## src/rtl/sequence_generator_serializer_if.sv

```systemverilog
// Handshake and serial-output bundle for sequence_generator_serializer.
// master drives frame requests; slave is the serializer.
interface sequence_generator_serializer_if #(
  parameter int PATTERN_W = 7,
  parameter int COUNT_W   = 8,
  parameter int GAP_W     = 4
) ();
  logic                 start;
  logic                 abort;
  logic [PATTERN_W-1:0] pattern_in;
  logic [COUNT_W-1:0]   repeat_cnt;
  logic [GAP_W-1:0]     gap_len;
  logic                 data_out;
  logic                 data_valid;
  logic                 frame_start;
  logic                 busy;
  logic                 done;

  modport master (
    output start, abort, pattern_in,
    output repeat_cnt, gap_len,
    input  data_out, data_valid,
    input  frame_start, busy, done
  );

  modport slave (
    input  start, abort, pattern_in,
    input  repeat_cnt, gap_len,
    output data_out, data_valid,
    output frame_start, busy, done
  );
endinterface

```

## src/rtl/sequence_generator_serializer.sv

```systemverilog
// MSB-first pattern serializer with repeat count and idle gaps.
// SEQ_GEN_PRBS_FILL_EN: gap bits come from a x^7+x^6+1 LFSR, else 0.
module sequence_generator_serializer #(
  parameter int PATTERN_W = 7,
  parameter int COUNT_W   = 8,
  parameter int GAP_W     = 4
) (
  input logic clk,
  input logic reset,
  sequence_generator_serializer_if.slave bus
);

  localparam int BW = (PATTERN_W > 1) ? $clog2(PATTERN_W) : 1;
  localparam logic [BW-1:0] LAST = BW'(PATTERN_W - 1);
  localparam logic [COUNT_W-1:0] ONE = COUNT_W'(1);

  typedef enum logic [1:0] {IDLE, SEND, GAP} state_t;

  state_t               state_q, state_d;
  logic [BW-1:0]        bit_q, bit_d;
  logic [COUNT_W-1:0]   rep_q, rep_d;
  logic [GAP_W-1:0]     gcnt_q, gcnt_d;
  logic [GAP_W-1:0]     glen_q, glen_d;
  logic [PATTERN_W-1:0] pat_q, pat_d;
  logic [PATTERN_W-1:0] sh_q, sh_d;
  logic                 out_q, out_d;
  logic                 vld_q, vld_d;
  logic                 fs_q, fs_d;
  logic                 busy_q, busy_d;
  logic                 done_q, done_d;
  logic                 fill;

`ifdef SEQ_GEN_PRBS_FILL_EN
  logic [6:0] lfsr_q;
  logic       seed_lfsr, step_lfsr;

  // Fill generator: reseeded per frame, stepped once per gap bit
  always_ff @(posedge clk or negedge reset) begin
    if (!reset)
      lfsr_q <= 7'h7F;
    else if (seed_lfsr)
      lfsr_q <= 7'h7F;
    else if (step_lfsr)
      lfsr_q <= {lfsr_q[5:0], lfsr_q[6] ^ lfsr_q[5]};
  end

  assign fill = lfsr_q[6];
`else
  assign fill = 1'b0;
`endif

  // Next state and next registered outputs
  always_comb begin
    state_d = state_q;
    bit_d   = bit_q;
    rep_d   = rep_q;
    gcnt_d  = gcnt_q;
    glen_d  = glen_q;
    pat_d   = pat_q;
    sh_d    = sh_q;
    out_d   = 1'b0;
    vld_d   = 1'b0;
    fs_d    = 1'b0;
    busy_d  = 1'b0;
    done_d  = 1'b0;
`ifdef SEQ_GEN_PRBS_FILL_EN
    seed_lfsr = 1'b0;
    step_lfsr = 1'b0;
`endif
    unique case (state_q)
      IDLE: begin
        if (bus.start) begin
          pat_d  = bus.pattern_in;
          glen_d = bus.gap_len;
          rep_d  = bus.repeat_cnt;
`ifdef SEQ_GEN_PRBS_FILL_EN
          seed_lfsr = 1'b1;
`endif
          if (bus.repeat_cnt != '0) begin
            state_d = SEND;
            bit_d   = '0;
            out_d   = bus.pattern_in[PATTERN_W-1];
            sh_d    = bus.pattern_in << 1;
            vld_d   = 1'b1;
            fs_d    = 1'b1;
            busy_d  = 1'b1;
          end else begin
            done_d = 1'b1;
          end
        end
      end
      SEND: begin
        if (bus.abort) begin
          state_d = IDLE;
        end else if (bit_q != LAST) begin
          bit_d  = bit_q + 1'b1;
          out_d  = sh_q[PATTERN_W-1];
          sh_d   = sh_q << 1;
          vld_d  = 1'b1;
          busy_d = 1'b1;
        end else if (rep_q != ONE) begin
          rep_d  = rep_q - 1'b1;
          vld_d  = 1'b1;
          busy_d = 1'b1;
          if (glen_q != '0) begin
            state_d = GAP;
            gcnt_d  = GAP_W'(1);
            out_d   = fill;
`ifdef SEQ_GEN_PRBS_FILL_EN
            step_lfsr = 1'b1;
`endif
          end else begin
            bit_d = '0;
            out_d = pat_q[PATTERN_W-1];
            sh_d  = pat_q << 1;
            fs_d  = 1'b1;
          end
        end else begin
          state_d = IDLE;
          done_d  = 1'b1;
        end
      end
      GAP: begin
        if (bus.abort) begin
          state_d = IDLE;
        end else if (gcnt_q != glen_q) begin
          gcnt_d = gcnt_q + 1'b1;
          out_d  = fill;
          vld_d  = 1'b1;
          busy_d = 1'b1;
`ifdef SEQ_GEN_PRBS_FILL_EN
          step_lfsr = 1'b1;
`endif
        end else begin
          state_d = SEND;
          bit_d   = '0;
          out_d   = pat_q[PATTERN_W-1];
          sh_d    = pat_q << 1;
          vld_d   = 1'b1;
          fs_d    = 1'b1;
          busy_d  = 1'b1;
        end
      end
      default: state_d = IDLE;
    endcase
  end

  // State, counters and registered outputs
  always_ff @(posedge clk or negedge reset) begin
    if (!reset) begin
      state_q <= IDLE;
      bit_q   <= '0;
      rep_q   <= '0;
      gcnt_q  <= '0;
      glen_q  <= '0;
      pat_q   <= '0;
      sh_q    <= '0;
      out_q   <= 1'b0;
      vld_q   <= 1'b0;
      fs_q    <= 1'b0;
      busy_q  <= 1'b0;
      done_q  <= 1'b0;
    end else begin
      state_q <= state_d;
      bit_q   <= bit_d;
      rep_q   <= rep_d;
      gcnt_q  <= gcnt_d;
      glen_q  <= glen_d;
      pat_q   <= pat_d;
      sh_q    <= sh_d;
      out_q   <= out_d;
      vld_q   <= vld_d;
      fs_q    <= fs_d;
      busy_q  <= busy_d;
      done_q  <= done_d;
    end
  end

  assign bus.data_out    = out_q;
  assign bus.data_valid  = vld_q;
  assign bus.frame_start = fs_q;
  assign bus.busy        = busy_q;
  assign bus.done        = done_q;

endmodule

```

## src/flat_wrapper.sv

```systemverilog
// flat-port wrapper written by rule: the top's interface ports become plain ports
module sequence_generator_serializer_flat 
#(
  parameter int PATTERN_W = 7,
  parameter int COUNT_W   = 8,
  parameter int GAP_W     = 4
)
  (clk, reset, bus_start, bus_abort, bus_pattern_in, bus_repeat_cnt, bus_gap_len, bus_data_out, bus_data_valid, bus_frame_start, bus_busy, bus_done);
  sequence_generator_serializer_if #(.PATTERN_W(PATTERN_W), .COUNT_W(COUNT_W), .GAP_W(GAP_W)) bus_i ();
  input logic clk;
  input logic reset;
  input wire logic [$bits(bus_i.start)-1:0] bus_start;
  input wire logic [$bits(bus_i.abort)-1:0] bus_abort;
  input wire logic [$bits(bus_i.pattern_in)-1:0] bus_pattern_in;
  input wire logic [$bits(bus_i.repeat_cnt)-1:0] bus_repeat_cnt;
  input wire logic [$bits(bus_i.gap_len)-1:0] bus_gap_len;
  output wire logic [$bits(bus_i.data_out)-1:0] bus_data_out;
  output wire logic [$bits(bus_i.data_valid)-1:0] bus_data_valid;
  output wire logic [$bits(bus_i.frame_start)-1:0] bus_frame_start;
  output wire logic [$bits(bus_i.busy)-1:0] bus_busy;
  output wire logic [$bits(bus_i.done)-1:0] bus_done;
  assign bus_i.start = bus_start;
  assign bus_i.abort = bus_abort;
  assign bus_i.pattern_in = bus_pattern_in;
  assign bus_i.repeat_cnt = bus_repeat_cnt;
  assign bus_i.gap_len = bus_gap_len;
  assign bus_data_out = bus_i.data_out;
  assign bus_data_valid = bus_i.data_valid;
  assign bus_frame_start = bus_i.frame_start;
  assign bus_busy = bus_i.busy;
  assign bus_done = bus_i.done;
  sequence_generator_serializer #(.PATTERN_W(PATTERN_W), .COUNT_W(COUNT_W), .GAP_W(GAP_W)) u_core (.clk(clk), .reset(reset), .bus(bus_i));
endmodule
```

## config.mk

```make
export PLATFORM = sky130hd
export DESIGN_NAME = sequence_generator_serializer_flat
export DESIGN_NICKNAME = d
export VERILOG_FILES = /design/src/rtl/sequence_generator_serializer_if.sv /design/src/rtl/sequence_generator_serializer.sv /design/src/flat_wrapper.sv
export SDC_FILE = /design/constraint.sdc
export NUM_CORES = 1
export LEC_CHECK = 0
export CAP_MARGIN = 5
export CORE_MARGIN = 10
export CORE_UTILIZATION = 55
export DETAILED_ROUTE_END_ITERATION = 16
export PLACE_DENSITY = 0.75
export SLEW_MARGIN = 20
export SYNTH_ARGS = -nofsm -noshare
export SYNTH_HDL_FRONTEND = slang
export SYNTH_SLANG_ARGS = --single-unit
```

## constraint.sdc

```tcl
create_clock -name clk -period 2.6 [get_ports clk]
set_input_delay 0.26 -clock clk [delete_from_list [all_inputs] [get_ports clk]]
set_output_delay 0.26 -clock clk [all_outputs]
set_load 0.01 [all_outputs]
```

# Yosys cells after proc, flatten, opt, wreduce, memory -nomap -nowiden
# Cells that the tools add are included.
classes:
  n_addsub: 3
  n_eq_ne: 19
  n_mux: 68
  n_reduce_logical: 11
op_table:
  columns: ["cell", "n"]
  rows:
  - ["$mux W7", 8]
  - ["$mux W8", 4]
  - ["$mux W1", 25]
  - ["$mux W3", 8]
  - ["$mux W4", 6]
  - ["$pmux W7 S3", 1]
  - ["$mux W2", 8]
  - ["$pmux W8 S2", 1]
  - ["$ne A2 B2 Y1 const B", 5]
  - ["$reduce_and A5 Y1", 2]
  - ["$ne A3 B3 Y1 const B", 3]
  - ["$pmux W1 S3", 3]
  - ["$pmux W3 S3", 1]
  - ["$ne A2 B1 Y1 const B", 4]
  - ["$ne A8 B1 Y1 const B", 1]
  - ["$pmux W4 S2", 1]
  - ["$reduce_and A8 Y1", 1]
  - ["$reduce_bool A8 Y1", 1]
  - ["$sub A8 B1 Y8 const B", 1]
  - ["$reduce_and A7 Y1", 1]
  - ["$pmux W2 S3", 1]
  - ["$add A4 B1 Y4 const B", 1]
  - ["$ne A4 B4 Y1", 1]
  - ["$ne A4 B4 Y1 const B", 1]
  - ["11 further kinds", 12]
totals:
  reg_bits: 39
  in_bits: 23
  out_inout_bits: 5
  word_cells: 112

# Longest topological paths before layout
# Gate-level depths: netlist (run 1).
logic_depth:
  word_depth: 6
  ltp_mapped: 8
  mapped_depth_nobuf: 7

# Worst setup path after synthesis (run 1)
# OpenSTA, ideal clock, no wires.
synth_path:
  kind: "register -> register"
  from: "register u_core.gcnt_q[0]"
  to: "register u_core.bit_q[0]"
  setup_time_ps: 125
  arrival_ps: 1967
  required_ps: 2475
  path_slack_ps: 508
  stages_incl_launch_ff: 6
  n_path_buf: 0
  period_less_slack_ps: 2092
  path_cell_list: "dfrtp_1 xnor2_1 nand4_2 a221o_2 nor3_4 mux2_2"
synth_via:
  elab_chain_cells: 3
synth_rtl:
  columns: ["item", "line_no", "source"]
  rows:
  - ["start: declaration", "sequence_generator_serializer.sv:22", "logic [GAP_W-1:0] gcnt_q, gcnt_d;"]
  - ["start signal: assignment", "sequence_generator_serializer.sv:167", "gcnt_q <= gcnt_d;"]
  - ["$ne A4 B4 Y1", "sequence_generator_serializer.sv:126", "end else if (gcnt_q != glen_q) begin"]
  - ["$ne A2 B2 Y1 (no source line)", null, null]
  - ["$reduce_and A8 Y1 (no source line)", null, null]
  - ["end signal: assignment", "sequence_generator_serializer.sv:165", "bit_q <= bit_d;"]
  - ["end: declaration", "sequence_generator_serializer.sv:20", "logic [BW-1:0] bit_q, bit_d;"]
# Every way passes these cells.
# A chain may end at the register's enable or synchronous reset.

# Worst setup path after layout (run 1)
layout_path:
  from: "register u_core.state_q[1]"
  to: "register u_core.rep_q[5]"
layout_via:
  elab_chain_cells: 3
  word_cells_on_any_way: 9
  cone_classes: "eq/ne (5); mux (1); reduce/logical (3)"
layout_rtl:
  columns: ["item", "line_no", "source"]
  rows:
  - ["start: declaration", "sequence_generator_serializer.sv:19", "state_t state_q, state_d;"]
  - ["start signal: assignment", "sequence_generator_serializer.sv:164", "state_q <= state_d;"]
  - ["$eq A2 B1 Y1 / $logic_not A2 Y1 (equally long branches)", "sequence_generator_serializer.sv:70", "unique case (state_q)"]
  - ["$ne A2 B2 Y1 (no source line), or another cell as far along", null, null]
  - ["$reduce_and A5 Y1 (no source line)", null, null]
  - ["end signal: assignment", "sequence_generator_serializer.sv:166", "rep_q <= rep_d;"]
  - ["end: declaration", "sequence_generator_serializer.sv:21", "logic [COUNT_W-1:0] rep_q, rep_d;"]
# Parallel ways exist; a longest one is shown, timed or not.

==> out/metrics.yaml, run 1 <==
wl_per_cell_um: 16.59
rsz0062_at_grt: "false"
fill_cells: 324
cts_resized: 0
num_antenna_cells: 0
grt_max_degree: 39
chipWidth_um: 84.47
drt_iter0_markers: 127
gp_congestion: 0.8834
num_vias: 1915
grt_use_total: 0.1562
die_h_um: 84.47
route.layer.met1.wl_mm: 2.372
critPathArrivalTime_ns: 2.52
synth_area_leader_cell: "dfrtp_1"
syn_to_final_growth_pct: 20.58
peakVddDrop_v: 0.0006862
rrSetupSlack_ns: 0.31
routed_wl_mm: 5.293
synth-main-ff-cell: "dfrtp_1"
highest_layer: "met4"
clock_sinks: 38
yosys_warnings: 0
htreeDepth: 2
drive_gt1_frac: 0.1859
synth.area.top_cells: "dfrtp_1 (42%), mux2_2 (11%), ha_1 (3.8%), a21oi_1 (3.1%), nand2_1 (2.8%)"
clk_latency_ns: 0.29
ant_nets: 0
post_cts.repair.setup_buffers: 0
ys_seq_area_frac: 0.4160
dp_hpwl_mm: 3.867
final_common_cell: "dfrtp_1"
fin_crit_sh: 0.8808
p_leak_nw: 1.131
synth.distinct_cells: 53
antenna_found_initial: 0
finalHoldViolations: 0
synthArstFlopShare: 1.000
critical_path_class: "flop to flop"
slew-limit-headroom: 0.4352
crit_path_end_kind: "flop"
cts_made_buffers: 5
grt_pass1_wl_mm: 9.439
ys_ff_latch: 38
finalSetupViolCount: 0
cellPowerDensity_nw_per_um2: 1160
clock_skew_ns: 0.008460
nNetsFinal: 298
clock.fmax_mhz: 436.7
power_mw: 3.197
hp-class: "input pin to async pin"
io_pins: 28
routed_via_density: 6.003
root_buffer: "clkbuf_8"
dieArea_um2: 7135
io_buffers: 27
post-route-min-period_ns: 2.290
drc: 0
synth_edf_count: 0
final_cell_mix: "dfrtp_1 (38), clkdlybuf4s50_1 (26), mux2_2 (22), nand2_1 (17), nor2_1 (16)"
cp.required_ns: 2.83
status: "complete, no violations"
grt.overflow.total: 0
clk_pin_slew_ns: 0.08
synthesis.area_um2: 2286
dr_wl_met3_um: 332
fin_setup_tns_ns: 0
grt_pass1_vias: 1972
stdcell_count: 319
synth_top_area_frac: 0.4160
cap_violations: 0
clk_path_buf_depth: 2
dr.pass1.iters: 4
setup.worst_path.start_class: "flop"
dp.cells: 311
wl_met2_mm: 2.507
slew_violations: 0
std_cell_rows: 23
post_synth.cell_area_avg_um2: 9.811
cts_tree: "done"
hold_buffers: 0
core_area_um2: 4000
synth_cells: 233
worstMarginPinSlew_ns: 0.8471
start_util: 0.5715
crit_fanout: 9
syn_nets: 263
==> path summary, 6_finish.rpt <==
path / to / cells after the start / startpoint
hold reg to reg: u_core.pat_q[0]$_DFFE_PN0P_ / 2 / u_core.pat_q[0]$_DFFE_PN0P_
hold / removal: u_core.rep_q[0]$_DFFE_PN0P_ / 1 / reset
setup reg to reg: u_core.rep_q[5]$_DFFE_PN0P_ / 7 / u_core.state_q[1]$_DFFE_PN0P_
setup / recovery: u_core.rep_q[5]$_DFFE_PN0P_ / 7 / u_core.state_q[1]$_DFFE_PN0P_
min in group clk: u_core.pat_q[0]$_DFFE_PN0P_ / 2 / u_core.pat_q[0]$_DFFE_PN0P_
max in group asynchronous: u_core.sh_q[5]$_DFFE_PN0P_ / 1 / reset
==> critical path, cell delays in order, from the launching register on <==
cell and delay (ns):
dfrtp_1 0.43, inv_1 0.10, ha_1 0.40, nand2b_1 0.21, a21oi_1 0.31, a22oi_1 0.19
nor2_1 0.34, o221a_2 0.24
==> flip-flops by register name (all words and copies together) (netlist names) <==
name and count:
u_core.glen_q 4, u_core.bus.done 1, u_core.gcnt_q 4, u_core.bus.frame_start 1, u_core.bus.busy 1, u_core.sh_q 6
u_core.state_q 2, u_core.rep_q 8, u_core.bus.data_out 1, u_core.pat_q 7, u_core.bit_q 3
==> per-stage QoR <==
stage	worst slack, ns	hold WS, ns	area (µm²)	util
finish	0.3100	0.06104	2756	0.6891
global route	0.05475	0.1420	2756	0.6891
CTS	0.3659	0.1084	2756	0.6891
detailed placement	0.2356	0.4256	2650	0.6625
global placement	0.2605	0.4149	2650	0.6625
floorplan	0.5081	-0.03559	2286	-
==> area by class of cell <==
cell class | instances | area (µm²) | share of cell area
Clock buffer | 7 | 76.32 | 0.02769
Clock inverter | 1 | 30.03 | 0.01089
Inverter | 7 | 26.28 | 0.009532
Multi-Input combinational cell | 179 | 1270 | 0.4607
Sequential cell | 38 | 950.9 | 0.3450
Tap cell | 50 | 62.56 | 0.02270
Timing Repair Buffer | 37 | 340.3 | 0.1235
==> cell families after synthesis <==
family | count (synthesis) | share of synthesized area
DFF | 38 | 0.4160
adders and majority gates | 7 | 0.03831
muxes | 24 | 0.1171
buffers and inverters | 16 | 0.02847
AOI/OAI and AO/OA | 59 | 0.1806
xor gates and xnor gates | 4 | 0.01532
and+or+nand+nor | 85 | 0.2042
==> cells in the mapped netlist (all sizes together), types with 2 or more instances <==
cell type and count:
dfrtp 38, mux2 22, nand2 17, nor2 16
a21oi 14, o21ai 12, nand3 11, nor3 11
clkbuf 7, ha 7, inv 7, a22oi 6
nand2b 4, nor2b 4, xnor2 4, nor3b 3
o221a 3, a211oi 2, a21o 2, and2 2
and3 2, buf 2, mux2i 2, nand3b 2
nand4 2, nor4 2, o2111ai 2, o21bai 2
o221ai 2, o41ai 2, or2 2, or4 2
==> power by group <==
part           internal, mW  switching (mW)  total, mW
registers             0.874           0.259       1.13
clock network         0.287           0.215      0.502
logic                 0.790           0.771       1.56
==> routing by layer <==
layer  global-route usage  vias up
met1               0.1911      912
met4              0.05090        0
met2               0.2607       54
met5                    0        -
met3              0.04058        7
li1                     -      942
No activity file was read; power rests on OpenSTA's default activity.
==> run 2, diff against run 1 <==
- CAP_MARGIN: 5 -> 25
==> results of run 2 <==
The final DEF is identical to that of run 1; final timing and power are the same.
==> edit 1, RTL diff (config.mk and constraints of run 1) <==
Encoding of `state_t`: now one-hot (3 bits for 3 states).
--- a/src/rtl/sequence_generator_serializer.sv
+++ b/src/rtl/sequence_generator_serializer.sv
@@ -15,5 +15,5 @@
   localparam logic [COUNT_W-1:0] ONE = COUNT_W'(1);
 
-  typedef enum logic [1:0] {IDLE, SEND, GAP} state_t;
+  typedef enum logic [2:0] {IDLE = 3'b001, SEND = 3'b010, GAP = 3'b100} state_t;
 
   state_t               state_q, state_d;
Check against the original RTL: same outputs for any inputs over 10 cycles, from zero or initial values and one cycle with reset low; not proved beyond that.
==> edit 1 against run 1 <==
- synthesized area fell by 8.5%
- cell count fell by 10%
- combinational power fell by 37%
- power fell by 24%
- setup slack improved by 9.0 ps
- sequential cell count rose by 1
- routed wire length fell by 7.6%
- final area fell by 8.4%
- critical path depth fell by 2
- critical path type unchanged
- largest cell class unchanged
- highest routed layer unchanged
==> edit 1: results (changes against run 1) <==
outcome: "complete, no violations"  # unchanged
tightest_slew_ps: 546.6  # was 847.1 ps
synth.distinct_cells: 46  # was 53
nets: 264  # was 298
dr.pass1.iters: 4  # unchanged
postSynthNetCount: 229  # was 263
critPathMaxStageDelay_ps: 500  # was 430 ps
drt_iter0_markers: 61  # was 127
wl_per_cell_um: 17.05  # was 16.59 µm
clkSlewWorstSetupHoldPaths_ps: 70
seq_area_frac_synth_pct: 46.74  # was 41.60%
root_buffer: "clkbuf_8"  # unchanged
fin_skew_ps: 4.971  # was 8.460 ps
grt_pass1_vias: 1800  # was 1972
max-vdd-ir-drop_uv: 514.3  # was 686.2 µV
io_buffers: 27  # unchanged
leakage_nw: 1.089  # was 1.131 nW
top_regs: "u_core.rep_q (8), u_core.pat_q (7), u_core.sh_q (6)"  # unchanged
cap_violations: 0  # unchanged
async_reset_ff_share_pct: 100.0  # unchanged
cts_setup_buffers: 0  # unchanged
fin_tns_setup_ps: 0  # unchanged
cts_max_path_buffers: 2  # unchanged
worstPathMaxFanout: 10  # was 9
drive_gt1_share_pct: 13.81  # was 18.59%
place.gp.congestion: 0.8515  # was 0.8834
grt_pass1_wl_um: 8335  # was 9439 µm
post_cts_resized: 0  # unchanged
antenna_found_initial: 0  # unchanged
htree_levels: 2  # unchanged
synth_area_leaders: "dfrtp_1 (45%), mux2_2 (8.6%), mux2i_1 (3.4%)"  # was dfrtp_1 (42%), mux2_2 (11%), ha_1 (3.8%)
via_per_inst: 6.136  # was 6.003
grt_start_max_net_pins: 40  # was 39
grt_usage_pct: 15.42  # was 15.62%
clk_latency_ps: 280
insertedDiodeCount: 0  # unchanged
hpwl_um: 3620  # was 3867 µm
gr-total-overflow: 0  # unchanged
ys_warn_count: 0  # unchanged
slowest_stage: "a211oi_4"  # was dfrtp_1
cts_made_buffers: 5  # unchanged
hold_class: "in2async"  # unchanged
synthTopCellsByCount: "dfrtp_1 (38), mux2_2 (16), o21ai_0 (14)"  # was dfrtp_1 (38), mux2_2 (22), nand2_1 (17)
edit 1: cell type report:
type                            count  area (µm²)
Inverter                           10       37.54
Clock buffer                        8       80.08
Multi-Input combinational cell    147        1039
Fill cell                         289        1137
Sequential cell                    39       977.2
Timing Repair Buffer               35       330.3
Tap cell                           48       60.06
edit 1: kinds of logic after synthesis:
family	count (synthesis)	synth area share, %
adders and majority gates	3	1.796
DFF	39	46.74
and+or+nand+nor	58	15.02
buffers and inverters	17	3.591
xor gates and xnor gates	4	1.675
muxes	23	11.97
AOI/OAI and AO/OA	59	19.21
edit 1: per-layer routing:
metal	part of all wire, %	wire length (µm)	global-route usage (%)	vias to the layer above
met2	51	2482	26.07	50
met3	5.9	291	4.258	6
li1	-	-	-	829
met5	0	0	0	-
met4	1.1	53	4.252	0
met1	42	2066	18.91	876
edit 1: worst paths after layout:
kind | startpoint | end | slack, ps | cells past startpoint
worst max-delay path | u_core.state_q[2] | u_core.sh_q[5] | 320 | 5
worst min-delay path | reset | u_core.bus.data_out | 400 | 2
worst max register to register | u_core.state_q[2] | u_core.sh_q[5] | 320 | 5
worst min register to register | u_core.pat_q[6] | u_core.pat_q[6] | 510 | 1
max in group asynchronous | reset | u_core.state_q[0] | 1840 | 2
min in group clk | u_core.pat_q[6] | u_core.pat_q[6] | 510 | 1
edit 1: report_power, final:
part / internal (mW) / switching (mW)
Combinational: 0.485 / 0.491
Sequential: 0.858 / 0.207
Clock: 0.190 / 0.186
edit 1: through the flow:
step | worst slack (ps) | area, µm² | total power, mW | instances
after CTS | 305.6 | 2524 | 2.426 | 287
final | 319.0 | 2524 | 2.417 | 287
after global placement | 396.9 | 2444 | 1.990 | 279
after floorplan | 473.2 | 2091 | 1.735 | 203
after detailed placement | 327.3 | 2444 | 2.042 | 279
after global routing | 130.0 | 2524 | 2.598 | 287
edit 1: worst max-delay path, delay by kind of cell, from the launching register on:
family	cells	cell delay (ps)
simple gates	3	840
compound gates	1	500
mux	1	390
flops	1	440
==> edit 2, RTL diff (settings of run 1) <==
Made on the original files. Build with the macro `SEQ_GEN_PRBS_FILL_EN` defined.
--- a/src/rtl/sequence_generator_serializer.sv
+++ b/src/rtl/sequence_generator_serializer.sv
@@ -1,4 +1,6 @@
 // MSB-first pattern serializer with repeat count and idle gaps.
 // SEQ_GEN_PRBS_FILL_EN: gap bits come from a x^7+x^6+1 LFSR, else 0.
+`define SEQ_GEN_PRBS_FILL_EN
+
 module sequence_generator_serializer #(
   parameter int PATTERN_W = 7,
Formal check against the unedited RTL: not equivalent (a bounded check fails within 10 cycles, from zero or initial values and one cycle with reset low).
==> edit 2 against run 1 <==
- routed wire length increased by 6.0%
- power increased by 3.9%
- synthesized area increased by 13%
- global-route usage increased by 0.061 points
- clock skew increased by 1.6 ps
- final area increased by 9.1%
- largest cell class unchanged
- sequential cell count increased by 7
- die area increased by 9.8%
- setup slack got worse by 47 ps
- utilization decreased by 1.3 points
==> edit 2: results (changes against run 1) <==
outcome: "complete, no violations"  # unchanged
place_area_mm2: 0.002890  # was 0.002650 mm²
critPathMaxStageDelay_ps: 410  # was 430 ps
seq_area_frac_synth_pct: 43.97  # was 41.60%
slowest_stage: "and2_1"  # was dfrtp_1
grt_usage_pct: 15.68  # was 15.62%
drive_gt1_share_pct: 13.77  # was 18.59%
hpwl_um: 4033  # was 3867 µm
synth.distinct_cells: 60  # was 53
nets: 334  # was 298
synth_area_leaders: "dfrtp_1 (37%), nand2_1 (7.4%), dfstp_2 (7.1%)"  # was dfrtp_1 (42%), mux2_2 (11%), ha_1 (3.8%)
fin_skew_ps: 10.10  # was 8.460 ps
max-vdd-ir-drop_uv: 579.3  # was 686.2 µV
grt_pass1_vias: 2167  # was 1972
tightest_slew_ps: 975.9  # was 847.1 ps
place.gp.congestion: 0.8599  # was 0.8834
top_regs: "u_core.rep_q (8), u_core.lfsr_q (7), u_core.pat_q (7)"  # was u_core.rep_q (8), u_core.pat_q (7), u_core.sh_q (6)
drt_iter0_markers: 113  # was 127
finalNonFillerCells: 357  # was 319
avgSynthCellArea_um2: 9.352  # was 9.811 µm²
leakage_nw: 1.280  # was 1.131 nW
p_switching_mw: 1.335  # was 1.245 mW
synthTopCellsByCount: "nand2_1 (51), dfrtp_1 (38), nor2_1 (23)"  # was dfrtp_1 (38), mux2_2 (22), nand2_1 (17)
grt_pass1_wl_um: 9998  # was 9439 µm
dp_slack_ps: 236.5  # was 235.6 ps
nFillCells: 369  # was 324
[edit 2: path summary, 6_finish.rpt]
kind	start	end	slack (ps)	depth (start not counted)
setup / recovery	u_core.state_q[1]	u_core.lfsr_q[0]	260	7
hold / removal	reset	u_core.pat_q[0]	120	1
setup reg to reg	u_core.state_q[1]	u_core.lfsr_q[0]	260	7
hold reg to reg	u_core.pat_q[0]	u_core.pat_q[0]	490	2
max in group asynchronous	reset	u_core.rep_q[6]	1880	1
min in group clk	bus_gap_len[0]	u_core.glen_q[0]	480	3
[edit 2: layout make-up]
class / instances / share of cell area, %
sequential: 45 / 37.74
clock buffer: 7 / 2.871
inverter: 12 / 1.498
multi-input combinational: 207 / 44.40
timing repair buffer: 33 / 10.32
tap: 52 / 2.164
clock inverter: 1 / 0.9988
[edit 2: layer usage]
metal | share of wire, % | global-route usage [%] | wire (µm)
met5 | 0 | 0 | 0
met4 | 0.91 | 5.433 | 51
met3 | 4.8 | 3.676 | 268
met1 | 46 | 20.66 | 2600
met2 | 48 | 24.65 | 2692
[edit 2: logic make-up (layout without fill, tap and decap cells)]
| kind of cell | after synthesis | in the layout | synth area share [%] |
|---|---|---|---|
| fa+ha+maj | 7 | 7 | 3.393 |
| flops | 45 | 45 | 43.97 |
| buf+inv | 24 | 53 | 4.314 |
| mux | 21 | 21 | 8.628 |
| simple gates | 107 | 107 | 20.07 |
| compound gates | 67 | 67 | 17.94 |
| xor+xnor | 5 | 5 | 1.696 |
[edit 2: worst max-delay path, delay by kind of cell, from the launching register on]
kind,cells,cell delay [ps]
buf+inv,1,110
compound gates,2,580
simple gates,2,740
flops,1,400
mux,1,260
fa+ha+maj,1,170
[edit 2: stage by stage]
stage | hold slack [ps] | utilization, %
2_1_floorplan | -35.59 | -
3_3_place_gp | 464.5 | 65.03
3_5_place_dp | 466.9 | 65.03
4_1_cts | 159.5 | 67.65
5_1_grt | 187.0 | 67.65
6_report | 117.1 | 67.65
[edit 2: power groups by stage]
| stage | combinational [mW] | sequential (mW) | clock [mW] |
|---|---|---|---|
| 2_1_floorplan | 1.21 | 1.17 | 0 |
| 3_3_place_gp | 1.53 | 1.21 | 0 |
| 3_5_place_dp | 1.55 | 1.22 | 0 |
| 4_1_cts | 1.57 | 1.21 | 0.559 |
| 5_1_grt | 1.77 | 1.25 | 0.587 |
| 6_report | 1.56 | 1.21 | 0.549 |
